$ cat src/rtl/slurm_irq_pkg.sv
// slurm_irq_pkg -- shared definitions for the slurm16 interrupt controller.
//   Register map (4-bit port address), FSM state encoding, STATUS bit
//   positions and the priority-encoder helper used at vector selection.
package slurm_irq_pkg;

  // Register addresses on the CPU port bus
  localparam logic [3:0] IRQ_ENABLE  = 4'd0;
  localparam logic [3:0] IRQ_PENDING = 4'd1;
  localparam logic [3:0] IRQ_STATUS  = 4'd2;
  localparam logic [3:0] IRQ_EOI     = 4'd3;
  localparam logic [3:0] IRQ_FORCE   = 4'd4;

  // STATUS register layout
  localparam int STAT_INSVC_BIT = 15;
  localparam int STAT_IRQ_BIT   = 14;
  localparam int STAT_VEC_LSB   = 0;

  typedef enum logic [1:0] {
    ST_IDLE    = 2'd0,
    ST_REQ     = 2'd1,
    ST_SERVICE = 2'd2
  } irq_state_e;

  // Lowest set index wins (index 0 is highest priority). Returns 0 for an
  // all-zero input; callers test for a non-zero vector first.
  function automatic logic [3:0] prio_lowest(input logic [15:0] v);
    logic [3:0] idx;
    idx = '0;
    for (int i = 15; i >= 0; i--) begin
      if (v[i]) idx = 4'(i);
    end
    return idx;
  endfunction

endpackage

$ cat src/rtl/slurm_irq_edge_detect.sv
// slurm_irq_edge_detect -- one interrupt source: optional two-flop
// synchroniser followed by a rising-edge detector.
//   Build option: SLURM_IRQ_SYNC_EN defined -> src_i passes through a
//   two-flop synchroniser first (two extra cycles of latency). Undefined ->
//   src_i is assumed synchronous and sampled directly.
// Ports:
//   clk_i   in  clock
//   rst_ni  in  async active-low reset (clears history)
//   src_i   in  raw interrupt line
//   rise_o  out one-cycle pulse in the cycle a 0->1 transition is seen
module slurm_irq_edge_detect (
  input  logic clk_i,
  input  logic rst_ni,
  input  logic src_i,
  output logic rise_o
);

  logic samp;
  logic prev_q;

`ifdef SLURM_IRQ_SYNC_EN
  logic [1:0] sync_q;
  always_ff @(posedge clk_i or negedge rst_ni) begin
    if (!rst_ni) sync_q <= '0;
    else         sync_q <= {sync_q[0], src_i};
  end
  assign samp = sync_q[1];
`else
  assign samp = src_i;
`endif

  always_ff @(posedge clk_i or negedge rst_ni) begin
    if (!rst_ni) prev_q <= 1'b0;
    else         prev_q <= samp;
  end

  assign rise_o = samp & ~prev_q;

endmodule

$ cat src/rtl/slurm_irq_controller.sv
// slurm_irq_controller -- prioritised interrupt controller for slurm16.
//   Latches rising edges from NUM_IRQ sources into PENDING, masks with
//   ENABLE, and presents the highest-priority request to the core through a
//   req / ack / EOI handshake. Memory-mapped on the port bus:
//     0 ENABLE  RW   1 PENDING R/W1C   2 STATUS R   3 EOI W   4 FORCE W1S
//   Build option: SLURM_IRQ_SYNC_EN (see slurm_irq_edge_detect).
// Ports:
//   CLK, RSTb           clock, async active-low reset
//   irq_src[NUM_IRQ]    raw source lines (rising-edge sensitive)
//   ADDRESS/DATA_IN/WR  port-bus register write / address
//   DATA_OUT            registered read data for ADDRESS
//   cpu_irq             request to core
//   cpu_irq_vector      requested source index
//   cpu_irq_ack         single-cycle acknowledge from core
module slurm_irq_controller
  import slurm_irq_pkg::*;
#(
  parameter int NUM_IRQ = 8
) (
  input  logic               CLK,
  input  logic               RSTb,
  input  logic [NUM_IRQ-1:0] irq_src,
  input  logic [3:0]         ADDRESS,
  input  logic [15:0]        DATA_IN,
  input  logic               WR,
  output logic [15:0]        DATA_OUT,
  output logic               cpu_irq,
  output logic [3:0]         cpu_irq_vector,
  input  logic               cpu_irq_ack
);

  // Registers are kept 16 wide; bits at and above NUM_IRQ are forced to 0
  // so indexing by a 4-bit vector never goes out of range.
  localparam logic [15:0] IRQ_MASK = 16'((32'h1 << NUM_IRQ) - 32'h1);

  logic [NUM_IRQ-1:0] rise;
  logic [15:0]        rise16;
  logic [15:0]        en_q, en_d;
  logic [15:0]        pend_q, pend_d;
  logic [15:0]        ack_clr;
  logic [15:0]        req_vec;
  logic [15:0]        rd_data;
  logic [15:0]        dout_q;
  logic [3:0]         vec_q, vec_d;
  irq_state_e         state_q, state_d;
  logic               wr_en, wr_pend, wr_eoi, wr_force;
  logic               ack_take;

  // Per-source edge detectors
  for (genvar g = 0; g < NUM_IRQ; g++) begin : g_edge
    slurm_irq_edge_detect u_edge (
      .clk_i  (CLK),
      .rst_ni (RSTb),
      .src_i  (irq_src[g]),
      .rise_o (rise[g])
    );
  end

  always_comb begin
    rise16 = '0;
    rise16[NUM_IRQ-1:0] = rise;
  end

  // Write decode
  assign wr_en    = WR && (ADDRESS == IRQ_ENABLE);
  assign wr_pend  = WR && (ADDRESS == IRQ_PENDING);
  assign wr_eoi   = WR && (ADDRESS == IRQ_EOI);
  assign wr_force = WR && (ADDRESS == IRQ_FORCE);

  assign req_vec = pend_q & en_q;

  // FSM next state. Vector is chosen only on the IDLE->REQ transition and
  // stays frozen through REQ and SERVICE.
  always_comb begin
    state_d  = state_q;
    vec_d    = vec_q;
    ack_take = 1'b0;
    case (state_q)
      ST_IDLE: begin
        if (|req_vec) begin
          vec_d   = prio_lowest(req_vec);
          state_d = ST_REQ;
        end
      end
      ST_REQ: begin
        // Ack takes precedence over a simultaneous withdraw.
        if (cpu_irq_ack) begin
          ack_take = 1'b1;
          state_d  = ST_SERVICE;
        end else if (!(pend_q[vec_q] && en_q[vec_q])) begin
          state_d = ST_IDLE;
        end
      end
      ST_SERVICE: begin
        if (wr_eoi) state_d = ST_IDLE;
      end
      default: state_d = ST_IDLE;
    endcase
  end

  assign ack_clr = ack_take ? (16'h1 << vec_q) : 16'h0;

  // Clears (W1C, ack) are applied before sets (edge, FORCE) so a set in the
  // same cycle always survives.
  always_comb begin
    pend_d = pend_q & ~ack_clr;
    if (wr_pend)  pend_d = pend_d & ~DATA_IN;
    pend_d = pend_d | rise16;
    if (wr_force) pend_d = pend_d | DATA_IN;
    pend_d = pend_d & IRQ_MASK;
  end

  assign en_d = wr_en ? (DATA_IN & IRQ_MASK) : en_q;

  // Read mux, registered into DATA_OUT
  always_comb begin
    rd_data = '0;
    case (ADDRESS)
      IRQ_ENABLE:  rd_data = en_q;
      IRQ_PENDING: rd_data = pend_q;
      IRQ_STATUS: begin
        rd_data[STAT_INSVC_BIT]             = (state_q == ST_SERVICE);
        rd_data[STAT_IRQ_BIT]               = (state_q == ST_REQ);
        rd_data[STAT_VEC_LSB+3:STAT_VEC_LSB] = vec_q;
      end
      default:     rd_data = '0;
    endcase
  end

  always_ff @(posedge CLK or negedge RSTb) begin
    if (!RSTb) begin
      state_q <= ST_IDLE;
      vec_q   <= '0;
      en_q    <= '0;
      pend_q  <= '0;
      dout_q  <= '0;
    end else begin
      state_q <= state_d;
      vec_q   <= vec_d;
      en_q    <= en_d;
      pend_q  <= pend_d;
      dout_q  <= rd_data;
    end
  end

  assign DATA_OUT       = dout_q;
  assign cpu_irq        = (state_q == ST_REQ);
  assign cpu_irq_vector = vec_q;

endmodule
$ cat config.mk
export PLATFORM = sky130hd
export DESIGN_NAME = slurm_irq_controller
export DESIGN_NICKNAME = d
export VERILOG_FILES = /design/src/rtl/slurm_irq_pkg.sv /design/src/rtl/slurm_irq_edge_detect.sv /design/src/rtl/slurm_irq_controller.sv
export SDC_FILE = /design/constraint.sdc
export NUM_CORES = 1
export LEC_CHECK = 0
export ABC_AREA = 0
export CORE_MARGIN = 4
export CORE_UTILIZATION = 53
export CTS_BUF_LIST = sky130_fd_sc_hd__clkbuf_8
export DETAILED_ROUTE_END_ITERATION = 16
export PLACE_DENSITY = 0.95
export SYNTH_ARGS = -nofsm -noshare
export SYNTH_HDL_FRONTEND = slang
export SYNTH_HIERARCHICAL = 1
export SYNTH_SLANG_ARGS = --single-unit
export TNS_END_PERCENT = 10
$ cat constraint.sdc
create_clock -name CLK -period 2.4 [get_ports CLK]
set_clock_uncertainty 0.15 [all_clocks]
set_input_delay 0.6 -clock CLK [delete_from_list [all_inputs] [get_ports CLK]]
set_output_delay 0.6 -clock CLK [all_outputs]
set_load 0.02 [all_outputs]
# Yosys cells after proc, flatten, opt, wreduce, memory -nomap -nowiden
# Cells that the tools add are included.
# word_totals
register_bits	46
input_bits	32
output_inout_bits	21
# classes
n_reduce_logical	10
bitwise	23
shifts	1
eq_ne	9
magnitude_cmp	1
n_mux	33
# ops
op	count
4-bit two-way mux	16
8-bit AND	3
8-bit two-way mux	3
8-bit NOT	2
8-bit OR	2
16-bit OR reduction	1
4-bit one-hot mux with 3 select lines	1
2-bit two-way mux	5
1-bit AND	8
1-bit binary-select mux with 4-bit select	2
4-bit by 2-bit equality test with 1-bit output, second input constant	2
1-bit NOT	8
4-bit one-hot mux with 2 select lines	1
1-bit by 4-bit left shift with 8-bit output, first input constant	1
2-bit one-hot mux with 3 select lines	1
1-bit logical AND	5
4-bit by 5-bit less-than comparator with 1-bit output, second input constant	1
4-bit by 1-bit equality test with 1-bit output, second input constant	1
4-bit by 3-bit equality test with 1-bit output, second input constant	1
4-bit zero test	1
1-bit two-way mux	4
2-bit != test, second input constant	2
3-bit != test, second input constant	1
3-bit AND reduction	1
4 further kinds	4

# Depth between registers and ports, before layout
# logic_depth
ltp_word	16
mapped_depth	6
depth_no_buf	4

# By module
# Netlist, hierarchy kept.
# modules_own_cells
mod	cells_each	seq_area_each_um2	area_each_um2	n_inst
slurm_irq_controller	153	775.7	1641.6	1
slurm_irq_edge_detect	2	25.0	38.8	8

# Worst setup path after synthesis
# Ideal clock, no wire load.
# synth_path
kind	input to register
start	input port ADDRESS[1]
end	register pend_q[6]
n_path_buf	2
arrival_time_ns	1.594
path_slack_ns	0.530
path_stages	6
setup_time_ns	0.126
cell_sequence	buf_2 > nor2b_1 > and3_1 > buf_2 > a21oi_1 > a221o_1
# synth_via
elab_chain_len	6
# synth_lines
item	line_no	text
from (decl)	slurm_irq_controller.sv:23	input logic [3:0] ADDRESS,
4-bit by 1-bit equality test with 1-bit output	slurm_irq_controller.sv:66	assign wr_pend = WR && (ADDRESS == IRQ_PENDING);
1-bit logical AND	slurm_irq_controller.sv:66	
8-bit two-way mux	slurm_irq_controller.sv:107	if (wr_pend) pend_d = pend_d & ~DATA_IN;
8-bit OR	slurm_irq_controller.sv:108	pend_d = pend_d | rise16;
8-bit OR	slurm_irq_controller.sv:109	if (wr_force) pend_d = pend_d | DATA_IN;
8-bit two-way mux (*)	slurm_irq_controller.sv:109	
net pend_d[6]	slurm_irq_controller.sv:39	logic [15:0] pend_q, pend_d;
to (signal assigned)	slurm_irq_controller.sv:141	pend_q <= pend_d;
to (decl)	slurm_irq_controller.sv:39	
# The timed path passes the listed nets; every way through them passes the cells marked *.
# A chain may end at the register's enable or synchronous reset.

# Worst setup path in the final report
# layout_path
start	register vec_q[0], in the netlist cpu_irq_vector[0]
end	output port cpu_irq_vector[0]
# layout_rtl
item	line_no	text
from (decl)	slurm_irq_controller.sv:44	logic [3:0] vec_q, vec_d;
from (signal assigned)	slurm_irq_controller.sv:139	vec_q <= vec_d;
to (decl)	slurm_irq_controller.sv:28	output logic [3:0] cpu_irq_vector,
# No word-level cell between the ends.

==> impl_results.rst <==
.. list-table::
   :header-rows: 1

   * - Metric
     - Value
   * - Unrepaired setup endpoints after global routing
     - no
   * - First drt pass iteration count
     - 4
   * - H-tree depth
     - 2
   * - Wire length per cell
     - 15.24 um
   * - Final Routed Wirelength
     - 3933 um
   * - FF+latch area
     - 975.9 um^2
   * - Number of synthesized register bits
     - 39
   * - DRC viols
     - 0
   * - Via count of the first global-routing pass
     - 1,394
   * - Count of buffers inserted at the top-level ports
     - 37
   * - Placeable core region
     - 3442 um^2
   * - Cells traversed along the worst timing path
     - clkdlybuf4s50_1
   * - Global-route usage over all layers
     - 0.1945
   * - Clock root buffer
     - sky130_fd_sc_hd__clkbuf_8
   * - Setup ws final
     - 144.7 ps
   * - Die Footprint
     - 4718 um^2
   * - First DRT Iteration DRCs
     - 112
   * - Number of distinct standard cells referenced by the synthesized netlist
     - 40
   * - Wire length of the first global-routing pass
     - 6624 um
   * - Max_slew headroom
     - 0.4563
   * - CTS buffer count
     - 5
   * - Arrival time worst endpoint
     - 1510 ps
   * - Setup Viol. Count Final
     - 0
   * - Post-detailed-placement cell area
     - 2345 um^2
   * - Status
     - completed
   * - Avg Vias per Cell
     - 5.702
   * - Max stage delay on crit path
     - 670 ps
   * - Antenna fix cells
     - 0
   * - Cell type with the largest total area after synthesis
     - sky130_fd_sc_hd__dfrtp_1
   * - CTS tree
     - done
   * - Half-perimeter wire length after detailed placement
     - 2976 um
   * - Sequential element share of the synthesized area
     - 0.5000
   * - Type of the most critical hold path
     - input pin to asynchronous set/reset pin
   * - Worst slew pin tran
     - 815.5 ps
   * - Area share of the largest cell type after synthesis
     - 0.5000
   * - Number of core rows
     - 21
   * - Number of nets at the end of the flow
     - 243
   * - Clk Latency, worst-skew pair
     - 290 ps
   * - Maximum capacitance violations
     - 0
   * - Effective utilization at floorplan
     - 0.5671
   * - Worst path slowest cell
     - sky130_fd_sc_hd__clkdlybuf4s50_1
   * - Most instantiated library cell after synthesis
     - sky130_fd_sc_hd__dfrtp_1
   * - Critical register-to-register path startpoint
     - cpu_irq_vector[0]
   * - Average size of a mapped cell
     - 11.55 um^2
   * - Grt total ovfl
     - 0
   * - Initial antenna violation count
     - 0
   * - Top-level port count
     - 53
   * - Maximum vdd drop
     - 0.0004695 V
   * - Final Hold Vio Count
     - 0
   * - Pin count of the biggest net entering global routing
     - 40
   * - DRT met1 WL
     - 1562 um
   * - Sort of element at the start of the critical path
     - flop
   * - Area occupied by multi-input gates
     - 900.9 um^2
   * - Highest achievable clock rate
     - 0.4434 GHz
   * - Time the final worst path needs with I/O delays and setup
     - 2255 ps
   * - Metal2 WL
     - 1945 um
   * - Pre-CTS setup slack
     - 0.1958 ps
   * - Post-synth top flop
     - sky130_fd_sc_hd__dfrtp_1
   * - Worst Setup Path Type
     - flop to primary output
   * - Portion of the clock cycle consumed by the worst path in the final layout
     - 0.9397
   * - Maximum fanout along the worst path
     - 10
   * - Lkg Pwr
     - 1.066 nW
   * - Layout overhead on the synthesized area
     - 25.19%
   * - Clk slew on worst S/H paths
     - 70 ps
   * - Die outline width
     - 68.69 um
   * - Yosys warns
     - 6
   * - Fin Setup TNS
     - 0 ps
   * - Buffer depth of the longest clock path
     - 2
   * - Share of final-layout standard cells stronger than drive strength 1
     - 0.1887
   * - R2R Path End
     - state_q[0]
   * - Power per cell area
     - 873.3 nW/um^2
   * - Post-layout total power
     - 2.134 mW
   * - Number of sinks on the clock net
     - 39
   * - Post-synthesis cell count
     - 169
   * - Required time of the worst setup path
     - 1650 ps
   * - Highest Signal Layer
     - met4
   * - Die extent in y
     - 68.69 um
   * - Cell type group with the largest total delay on the critical path
     - buffers and inverters
   * - Critical path buffer and inverter count
     - 1
   * - Post-CTS setup repair buffer count
     - 0
   * - Register-to-register setup slack
     - 630 ps
   * - Post-synth EDFFs
     - 0
   * - Overall via count from detail_route
     - 1,471
   * - Count of fill cells added during filler insertion
     - 266
   * - Ranking of synthesized cells by instance count
     - 39 x sky130_fd_sc_hd__dfrtp_1, 18 x sky130_fd_sc_hd__nor2_1, 13 x sky130_fd_sc_hd__a21oi_1
   * - Async set-reset flop share out of synthesis
     - 1.000
   * - Cell Count, Final, Fillers Out
     - 258
   * - Number of placed instances with taps included
     - 250
   * - Post-route standard cell area excluding fillers
     - 2444 um^2
   * - Netlist area before placement
     - 1952 um^2
   * - Antenna violation net count after detailed routing
     - 0
   * - Critical path startpoint
     - cpu_irq_vector[0]
   * - Met3 routed wirelength
     - 362 um
   * - GPL Wtd Cong
     - 0.8572
   * - Max-slew violation total from the final report
     - 0
   * - Depth of the most critical reg-to-reg path
     - 3
   * - Critical path capture point type
     - primary output
   * - Biggest area contributors in the synthesized netlist
     - sky130_fd_sc_hd__dfrtp_1 50%, sky130_fd_sc_hd__nor2b_4 5.6%, sky130_fd_sc_hd__mux2_2 4.6%
through the flow:
stage	hold WS, ps	utilization
2_1_floorplan	154.4	-
3_3_place_gp	393.9	0.6812
3_5_place_dp	399.0	0.6812
4_1_cts	278.3	0.7099
5_1_grt	332.1	0.7099
6_report	254.3	0.7099
cell type report:
cell class | instances | share of cell area
timing repair buffer | 42 | 0.1644
sequential | 39 | 0.3994
clock buffer | 7 | 0.03943
clock inverter | 1 | 0.001536
multi-input combinational | 121 | 0.3687
inverter | 2 | 0.003072
tap | 46 | 0.02355
kinds of logic after synthesis:
family                 after synthesis  synth area share
AND/OR/NAND/NOR                     57            0.1795
flip-flops                          39            0.5000
AO/OA/AOI/OAI                       38            0.1506
multiplexers                        19            0.1179
buffers and inverters               15           0.05000
other                                1          0.001921
state kept, by name (all words and copies together) (netlist names):
| signal | flops |
|---|---|
| cpu_irq_vector | 3 |
| DATA_OUT | 10 |
| state_q | 2 |
| en_q | 8 |
| g_edge.u_edge/prev_q | 8 |
| pend_q | 8 |
cell usage in the layout (no fill, tap or decap), drive strengths merged, types with 3 or more instances in the layout:
| master | count |
|---|---|
| o21ai | 3 |
| buf | 6 |
| nor2 | 18 |
| inv | 3 |
| conb | 7 |
| a21oi | 13 |
| nor3 | 6 |
| mux2 | 9 |
| a22o | 4 |
| a221o | 8 |
| nor2b | 10 |
| dfrtp | 39 |
| nand2 | 12 |
| clkdlybuf4s50 | 35 |
| mux2i | 8 |
| clkbuf | 7 |
how the worst max path moves through the flow:
stage / cells after the start / end / slack [ps]
floorplan: 6 / pend_q[6] / 530
global placement: 5 / pend_q[6] / 40
detailed placement: 5 / pend_q[6] / 0.2
CTS: 1 / cpu_irq_vector[0] / 140
global route: 1 / cpu_irq_vector[0] / 60
finish: 1 / cpu_irq_vector[0] / 140
what timing repair did:
item	CTS	global route
hold buffers	0	0
endpoints found under the setup margin	1	0
resized for setup	1	0
where the power goes:
part / leakage, nW / internal (mW) / switching [mW]
sequential: 0.464 / 0.777 / 0.175
combinational: 0.547 / 0.388 / 0.328
clock: 0.0557 / 0.258 / 0.209
total: 1.07 / 1.42 / 0.712
routing by layer:
metal  vias up  GRT usage
li1        685          -
met4         0    0.08685
met5         -          0
met3         8    0.05024
met2        65     0.3075
met1       713     0.2503
Note: power is estimated with default switching activity, not from simulation.
==> variant 1: new RTL, config.mk and constraints unchanged <==
`NUM_IRQ`: 8 -> 7.
--- a/src/rtl/slurm_irq_controller.sv
+++ b/src/rtl/slurm_irq_controller.sv
@@ -16,5 +16,5 @@
   import slurm_irq_pkg::*;
 #(
-  parameter int NUM_IRQ = 8
+  parameter int NUM_IRQ = 7
 ) (
   input  logic               CLK,
Interface: changed (resized irq_src); port bits go from 53 to 52. No check against the original RTL was run, so the function may have changed too.
==> variant 1 against the original RTL <==
  * Area after synthesis down 10%
  * Wire length up 3.2%
  * Total power down 11%
  * Critical path depth unchanged
  * Setup slack worse by 0.047 ns
  * Design area down 10%
  * Sequential cell count down 4
==> variant 1: results (changes against the original RTL) <==
status=finished, final reports clean; Synth area leaders=dfrtp_1, mux2_2, nor2b_4; Largest register FFs=9 (-1); routed length per instance=17.1 um (+12%); fin crit share=95.9% (+1.9 points); Compound-Gate Fraction of Synth Area=12.2% (-2.9 points); Resized cells post-CTS=0 (-1); Worst Hold Class=reg -> reg; end of the critical path=cpu_irq_vector[2]; Total GRT Usage=21.7% (+2.2 points); GR Util met2=36.0% (+5.3 points); drt first-iter violations=75 (-33%); Distinct cells, synth=39 (-2.5%); Post-DP Area=2110 um^2 (-9.8%); vias in the first global route=1375 (-1.4%); flop2flop setup slack=0.58 ns (-0.05 ns); met1 Track Usage GR=27.1% (+2.1 points); Worst Reg-to-Reg Cells=4 (+1); share of the yosys chip area belonging to registers=50.0% (about the same); critical path arrival=1.55 ns (+0.04 ns); Psw=0.663 mW (-6.9%); Via Count=1323 (-10%); worst vdd ir=0.480 mV (+2.2%); fraction of layout cells with a size suffix above 1=17.6% (-1.3 points); DP HPWL=2.94 mm (-1.3%); Place WS=-0.0138 ns (-0.0140 ns); port buffer count=34 (-8.1%); Critical Path Max Stage Delay=0.69 ns (+0.02 ns); Max Fanout on Critical Path=11 (+1); GPL Wtd Cong=0.908 (+5.9%); Worst R2R End=pend_q[5]; post-synthesis mux area share=10.4% (-1.4 points); first-pass GRT wire length=6.91 mm (+4.4%); Post-synth top cells=dfrtp_1, a21oi_1, nor2_1; power after layout=1.89 mW (-11%); routing usage on met3=5.13% (+0.10 points); P_comb=0.665 mW (-7.1%); largest net degree at the start of global routing=36 (-10%)
-- variant 1: changes by cell type after synthesis, moves of 3 or more --
cell     unedited run  this run
buf_2               3         0
a22o_2              4         0
a211o_1             0         3
nor2_1             18        11
a221o_1             8         4
nand4_1             0         4
dfrtp_1            39        35
-- variant 1: layer usage --
metal,wire length [um],vias up
met1,1670,643
li1,-,622
met5,0,-
met2,2120,54
met4,27,0
met3,244,4
-- variant 1: layout make-up --
type | count | area, um^2
multi-input combinational | 112 | 801
tap | 44 | 55.1
clock inverter | 1 | 3.75
fill | 244 | 913
clock buffer | 5 | 68.8
timing repair buffer | 40 | 385
sequential | 35 | 876
-- variant 1: stage by stage --
step	setup TNS (ns)	utilization [%]	hold slack, ns	cells
floorplan	0	-	0.154	161
global route	0	70.6	0.427	237
finish	0	70.6	0.399	237
CTS	0	70.5	0.398	237
detailed placement	-0.0138	68.1	0.383	231
global placement	0	68.1	0.367	231
==> variant 2: new RTL, same settings <==
Without the edit above. Take the reset off `dout_q` and load it in a clocked block of its own.
--- a/src/rtl/slurm_irq_controller.sv
+++ b/src/rtl/slurm_irq_controller.sv
@@ -134,5 +134,4 @@
       en_q    <= '0;
       pend_q  <= '0;
-      dout_q  <= '0;
     end else begin
       state_q <= state_d;
@@ -140,6 +139,9 @@
       en_q    <= en_d;
       pend_q  <= pend_d;
-      dout_q  <= rd_data;
     end
+  end
+
+  always_ff @(posedge CLK) begin
+    dout_q <= rd_data;
   end
 
Function: differs if RSTb is asserted again (counterexample within 4 cycles, from zero or initial values and one cycle with RSTb low); with RSTb held inactive, the same outputs for 4 cycles.
==> variant 2 against the original RTL <==
  * Area after synthesis is 3.3% lower
  * Combinational power is 2% lower
  * Global-route usage is 0.34 points lower
  * Setup slack better by 0.0061 ns
  * Design area is 2.5% lower
  * Synthesized cell count is 0.59% higher
  * Maximum frequency is 0.27% higher
  * Utilization is 0.67 points lower
  * Total power is 3.3% lower
  * Sequential cell count stayed put
  * Clock power is 12% lower
  * Sequential share of layout area is 1.1 points lower
  * Wire length is 4.7% lower
  * Largest power group unchanged
  * Highest routed layer unchanged
==> variant 2: results (changes against the original RTL) <==
DP HPWL=2.91 mm (-2.1%); routed length per instance=14.4 um (-5.4%); Nets=245 (+0.82%); met1 Track Usage GR=26.4% (+1.3 points); Distinct cells, synth=38 (-5.0%); drt first-iter violations=101 (-9.8%); fraction of layout cells with a size suffix above 1=15.9% (-3.0 points); routing usage on met3=4.49% (-0.53 points); final hold slack=0.409 ns (+0.154 ns); TritonRoute pass-1 iters=5 (+1); met3 WL=254 um (-30%); Cells after DPL=252 (+0.80%); asr flop ratio synth=74.4% (-26 points); Compound-Gate Fraction of Synth Area=15.3% (+0.25 points); final std cell area, no fill=2380 um^2 (-2.5%); share of the yosys chip area belonging to registers=49.1% (-0.93 points); static leakage=1.02 nW (-4.1%); Vias/cell=5.47 (-4.0%); Worst Hold Class=reg -> reg; vias in the first global route=1331 (-4.5%); GR Util met2=27.8% (-2.9 points); first-pass GRT wire length=6.31 mm (-4.8%); hold endpoint=DATA_OUT[6]; Post-DP Area=2300 um^2 (-1.9%); Post-synth top cells=dfrtp_1, nor2_1, a21oi_1; Total GRT Usage=19.1% (-0.34 points); Synth area leaders=dfrtp_1, dfxtp_1, nor2b_4; Resized cells post-CTS=0 (-1); M1 WL=1.67 mm (+7.1%); Setup WS post-layout=0.151 ns (+0.00612 ns); largest net degree at the start of global routing=30 (-25%); worst vdd ir=0.518 mV (+10%); status=finished, final reports clean; Syn Inst Count=170 (+0.59%); fillers=245 (-7.9%); Non-Filler Instances=260 (+0.78%); post-synthesis mux area share=12.2% (+0.41 points); XOR/XNOR Fraction of Synth Area=0% (unchanged)
## variant 2: cell type report
type | instances | share of cell area [%]
multi-input combinational | 122 | 37.5
clock inverter | 3 | 0.525
sequential | 39 | 38.8
timing repair buffer | 43 | 17.5
inverter | 2 | 0.315
clock buffer | 5 | 2.89
tap | 46 | 2.41
## variant 2: cells by family (layout without fill, tap and decap cells)
family	Yosys count	in the layout
and+or+nand+nor	58	58
buffers and inverters	15	53
other	1	7
AOI/OAI and AO/OA	38	38
muxes	19	19
DFF	39	39
## variant 2: power groups by stage
| stage | Sequential, mW | Clock (mW) | Combinational [mW] |
|---|---|---|---|
| after floorplan | 0.928 | 0 | 0.499 |
| after global placement | 0.950 | 0 | 0.683 |
| after detailed placement | 0.959 | 0 | 0.703 |
| after CTS | 0.946 | 0.420 | 0.704 |
| after global routing | 0.966 | 0.452 | 0.769 |
| final | 0.951 | 0.410 | 0.703 |
